`src/rtl/rot_dec_sequencer.sv`:
```
// Load/rotate/decode sequencer: captures a 4-bit operand, rotates it right
// rot_cnt times, then offers the value and its MSB-first one-hot decode.
module rot_dec_sequencer #(
  parameter int unsigned CNT_W = 4,
  parameter int unsigned OPC_W = 8
) (
  input  logic             clk,
  input  logic             rst,
  input  logic             start,
  input  logic [3:0]       num_in,
  input  logic [CNT_W-1:0] rot_cnt,
  output logic             in_ready,
  output logic             busy,
  output logic             out_valid,
  input  logic             out_ready,
  output logic [3:0]       out_num,
  output logic [15:0]      out_onehot,
  output logic [OPC_W-1:0] op_count
);

  typedef enum logic [1:0] {
    IDLE = 2'd0,
    ROT  = 2'd1,
    OUT  = 2'd2
  } state_e;

  state_e           state_q, state_d;
  logic [3:0]       work_q, work_d;
  logic [CNT_W-1:0] cnt_q, cnt_d;
  logic [OPC_W-1:0] op_count_q, op_count_d;

  always_comb begin
    state_d    = state_q;
    work_d     = work_q;
    cnt_d      = cnt_q;
    op_count_d = op_count_q;
    case (state_q)
      IDLE: begin
        if (start) begin
          work_d  = num_in;
          cnt_d   = rot_cnt;
          state_d = (rot_cnt == '0) ? OUT : ROT;
        end
      end
      ROT: begin
        work_d = {work_q[0], work_q[3:1]};
        cnt_d  = cnt_q - 1'b1;
        if (cnt_q == CNT_W'(1)) state_d = OUT;
      end
      OUT: begin
        if (out_ready) begin
          op_count_d = op_count_q + 1'b1;
          state_d    = IDLE;
        end
      end
      default: state_d = IDLE;
    endcase
  end

  always_ff @(posedge clk) begin
    if (rst) begin
      state_q    <= IDLE;
      work_q     <= '0;
      cnt_q      <= '0;
      op_count_q <= '0;
    end else begin
      state_q    <= state_d;
      work_q     <= work_d;
      cnt_q      <= cnt_d;
      op_count_q <= op_count_d;
    end
  end

  // Outputs decode registered state only; result lines are gated off unless valid.
  always_comb begin
    in_ready   = (state_q == IDLE);
    busy       = (state_q == ROT) || (state_q == OUT);
    out_valid  = (state_q == OUT);
    out_num    = out_valid ? work_q : '0;
    out_onehot = out_valid ? (16'h8000 >> work_q) : '0;
    op_count   = op_count_q;
  end

endmodule

```
`config.mk`:
```
export PLATFORM = sky130hd
export DESIGN_NAME = rot_dec_sequencer
export DESIGN_NICKNAME = d
export VERILOG_FILES = /design/src/rtl/rot_dec_sequencer.sv
export SDC_FILE = /design/constraint.sdc
export NUM_CORES = 1
export LEC_CHECK = 0
export CAP_MARGIN = 25
export CORE_ASPECT_RATIO = 0.6
export CORE_MARGIN = 2
export CORE_UTILIZATION = 45
export CTS_CLUSTER_SIZE = 12
export DETAILED_ROUTE_END_ITERATION = 8
export DONT_BUFFER_PORTS = 1
export GPL_ROUTABILITY_DRIVEN = 0
export SYNTH_ARGS = -nofsm -noshare
export SYNTH_HDL_FRONTEND = slang
export SYNTH_SLANG_ARGS = --single-unit
```
`constraint.sdc`:
```
create_clock -name clk -period 1.65 [get_ports clk]
set_input_delay 0.33 -clock clk [delete_from_list [all_inputs] [get_ports clk]]
set_output_delay 0.33 -clock clk [all_outputs]
set_load 0.02 [all_outputs]
```
======== Word level (Yosys, flattened, before mapping) ========
Index checks and enable logic that the tools add are counted.
operators by class
  order comparisons ....................... 0
  reduce and logical (&&, ||, !) cells .... 7
  muxes and demuxes ....................... 11
  equality and inequality tests ........... 6
  bitwise gates (word level) .............. 0
  add/subtract/negate cells ............... 2
  multipliers ............................. 0
  divide/modulo/power cells ............... 0
  shift operators ......................... 1
operators with widths
  kind                                                   number
  two-way mux 16 bit                                     1
  case mux 4 bit (2 select lines)                        2
  right shift 16 x 4 -> 16 bit, first input constant     1
  two-way mux 4 bit                                      3
  adder 8 x 1 -> 8 bit, second input constant            1
  two-way mux 2 bit                                      4
  case mux 2 bit (3 select lines)                        1
  equality test 4 x 1 -> 1 bit, second input constant    1
  logical NOT 4 bit                                      1
  inequality test 2 bit, second input constant           2
  AND reduction 2 bit                                    2
  subtractor 4 x 1 -> 4 bit, second input constant       1
  AND reduction 3 bit                                    1
  equality test 2 x 1 -> 1 bit, second input constant    1
  equality test 2 bit, second input constant             1
  logical NOT 2 bit                                      1
  inequality test 2 x 1 -> 1 bit, second input constant  1
  nonzero test 2 bit                                     1
  logical OR 1 bit                                       1
storage, ports and cells
  memories ................................ 0
  bits in registers ....................... 18
  RAM bits ................................ 0
  logic and storage cells ................. 31
  latch bits .............................. 0
  bits in read-only memories .............. 0

======== Longest topological paths before layout ========
  depth after elaboration ................. 4
  mapped depth ............................ 7

======== Worst setup path before layout ========
Ideal clock, no wire load.
  path type ............................... flip-flop to output port
  from .................................... register state_q[0]
  to ...................................... output out_onehot[11]
  data required time ...................... 1.320 ns
  arrival time ............................ 1.743 ns
  cell stages (with the launch flop) ...... 7
  path buffers ............................ 1
  slack ................................... -0.423 ns
  cells stage by stage .................... dfxtp_1 inv_1 ha_1 buf_4 and2_1 nand2b_1 nor3_1
between the ends
  longest elaborated chain between the ends .. 2
ends and longest elaborated chain
  item                    RTL line  source
  start, declared         27        state_e state_q, state_d;
  start signal, assigned  67        state_q <= state_d;
  equality test 2 bit     78        out_valid = (state_q == OUT);
  net out_valid           14        output logic out_valid,
  two-way mux 16 bit      80        out_onehot = out_valid ? (16'h8000 >> work_q) : '0;
  end, declared           17        output logic [15:0] out_onehot,
The timed path passes the listed nets, and every way through them passes these cells.

======== Final worst setup path ========
  from .................................... register state_q[0]
  to ...................................... output out_onehot[11]
between the ends
  longest elaborated chain between the ends .. 2
ends and longest elaborated chain
  item                 RTL line
  equality test 2 bit  78
  two-way mux 16 bit   80
Every way passes these cells.

==> reports/qor.yml <==
cells_and_area:
  layout.cells.non_filler: 186
  area_delta_synth_final_pct: 29.9
  final_net_count: 175
  diodes: 0
  layout-drive-gt1-share_pct: 34.0
  fin_area_mm2: 0.00145
yosys:
  syn_avg_cell_area_um2: 7.91
  synth_fp_nets: 159
  synthArstFlopShare_pct: 0
  yosysSeqAreaShare_pct: 32.3
  synth_edf_count: 0
  syn_inst: 141
  synth-main-ff-cell: "dfxtp_1"
  netlist_area_mm2: 0.00111
  synth_cell_types: 35
  synth-seq-cells: 18
  ys_warn_count: 0
global_routing:
  grt-ovfl-total: 0
  grt_max_degree: 22
  grt_pass1_wl_um: 4390
  grt_usage_pct: 20.4
  grt_pass1_vias: 975
  antenna_found_initial: 0
timing:
  slew_headroom_pct: 66.5
  setup_viol: 6
  fmax_mhz: 600
  setup_tns_ps: -34.6
  final.period_utilization_pct: 101
  worst_pin_slew_ps: 498
  finalHoldViolCount: 0
  rsz0062_at_grt: "true"
  finalCriticalPeriod_ps: 1670
  hold_slack_ps: 134
  fin_worst_skew_ps: 2.42
  slew_viol_final: 0
  fin_ws_ps: -15.9
critical_path:
  endpoint_kind: "primary output"
  crit_path_start_kind: "flip-flop"
  rrSetupSlack_ps: 60
  timing.rr.end: "state_q[0]$_SDFFE_PP0P_"
  worstPathMaxFanout: 5
  cp.arrival_ps: 1340
  reg2reg_depth: 5
  worstReg2RegStart: "cnt_q[1]$_SDFFE_PP0P_"
  crit_required_ps: 1320
  critical_path_class: "reg -> out"
clock_network:
  root_buffer: "clkbuf_8"
  clkTransAtPathRegs_ps: 70
  cts.path.max_buffers: 2
  clk_latency_ps: 250
  cts_max_level: 1
  tritoncts: "built"
  postCtsHoldBufs: 0
  cts_made_buffers: 3
  clock_sinks: 18
job:
  cap_viol_max_count: 0
placement:
  dpl_cell_area_mm2: 0.00132
  placed_cells: 179
  numPortBuffers: 0
  place_ws_ps: 45.6
  hpwl_um: 1990
floorplan:
  die_width_um: 68.3
  fp-row-count: 13
  die_y_um: 42.6
  pin_count: 43
  dieArea_mm2: 0.00290
  initial_core_util_pct: 49.3
  core-area_mm2: 0.00226
power_and_ir_drop:
  leakage_uw: 0.000531
  powerDensity_mw_per_mm2: 1520
  peakVddDrop_mv: 0.849
drt:
  viasPerCell: 5.59
  drt-total-wl_um: 2720
  drtAntennaViolNets: 0
  route.vias.total: 1039
  drc_errors: 0
  dr.first_iter.drc_count: 28
  wire_per_inst_um: 14.6
  drtPass1Iterations: 4
min_path:
  holdCritStartpoint: "rst"
  hold_end: "state_q[1]$_SDFFE_PP0P_"
  hold_depth: 1
  hp-class: "in -> reg"
outcome:
  status: "finished with violations"
  violations: "negative setup slack"
## critical path, stage by stage, from the launching register on
cell and delay (ps):
dfxtp_2 330, inv_2 80, ha_4 160, and2_4 190, nand2b_4 90, nor3_4 230
## worst max-delay path by stage
stage	end	slack, ps	cells after the start	from
2_1_floorplan	out_onehot[11]	30	6	state_q[0]$_SDFFE_PP0P_
3_3_place_gp	state_q[0]$_SDFFE_PP0P_	60	5	cnt_q[1]$_SDFFE_PP0P_
3_5_place_dp	state_q[0]$_SDFFE_PP0P_	50	5	cnt_q[1]$_SDFFE_PP0P_
4_1_cts	out_onehot[3]	-20	5	state_q[0]$_SDFFE_PP0P_
5_1_grt	out_onehot[11]	-70	5	state_q[0]$_SDFFE_PP0P_
6_report	out_onehot[11]	-20	5	state_q[0]$_SDFFE_PP0P_
## per-layer routing
| layer | global-route usage, % | vias up | part of all wire [%] |
|---|---|---|---|
| met3 | 7.53 | 2 | 8.1 |
| li1 | - | 523 | - |
| met1 | 27.1 | 480 | 47 |
| met4 | 2.40 | 0 | 0.22 |
| met5 | 0 | - | 0 |
| met2 | 32.2 | 34 | 45 |
## registers in the layout (all words and copies together) (netlist names)
signal and flops:
work_q 4, op_count 8, cnt_q 4, state_q 2
## report_power, final
| group | internal, µW | switching (µW) |
|---|---|---|
| clock | 212 | 151 |
| sequential | 550 | 137 |
| combinational | 515 | 642 |
| total | 1280 | 930 |
## cells by family after synthesis
logic type	share of synthesized area [%]
multiplexers	7.86
AND/OR/NAND/NOR	29.9
AO/OA/AOI/OAI	16.3
buffers and inverters	5.39
flip-flops	32.3
XOR/XNOR	1.57
adder cells (fa/ha/maj)	6.73
## synthesized netlist by cell type (3+ instances only)
cell / number / area, µm²
o31ai_1: 4 / 30.0
dfxtp_1: 18 / 360
nand2b_1: 5 / 31.3
nand3_1: 3 / 15.0
inv_1: 6 / 22.5
nor2_1: 22 / 82.6
o21ai_0: 5 / 25.0
nand2_1: 9 / 33.8
a211oi_1: 5 / 37.5
mux2i_1: 5 / 50.1
buf_2: 3 / 15.0
nor3_1: 5 / 25.0
nor2b_1: 6 / 37.5
and2_1: 4 / 25.0
ha_1: 6 / 75.1
a21oi_1: 8 / 40.0
clkbuf_1: 3 / 11.3
## cells in the final DEF, fill, tap and decap left out, types with 2 or more instances in the layout
master,instances
clkbuf_8,4
or3_1,2
nand4_1,2
buf_4,19
a211oi_1,5
xor2_1,2
nor2b_1,6
nor3_4,3
inv_1,5
nor3_1,2
and2_1,2
mux2i_1,5
nor2_1,13
nand2_1,8
dfxtp_1,14
and2_4,2
a21oi_1,8
or4_1,2
nand2b_4,2
o31ai_1,4
nand2b_1,2
o21ai_0,5
mux2_4,2
dfxtp_2,4
a211o_1,2
nand3_1,3
nor2_4,4
ha_1,5
nor2_2,5
## final cells by class
cell class	instances	area [µm²]
Inverter	6	22.5
Fill cell	188	813
Tap cell	30	37.5
Timing Repair Buffer	19	143
Clock buffer	4	55.1
Multi-Input combinational cell	109	825
Sequential cell	18	365
## through the flow
stage,total power (µW),utilization (%)
after detailed placement,1740,58.4
after global placement,1710,58.4
final,2210,64.0
after CTS,2160,62.4
after global routing,2360,64.0
after floorplan,1480,-
## repair_timing
item                                   CTS  global route
pin swaps                                4             2
setup buffers                            3             0
endpoints found under the hold margin    0             0
setup endpoints to repair               12            20
resized for setup                        3            10
(Power assumes the default switching activity.)
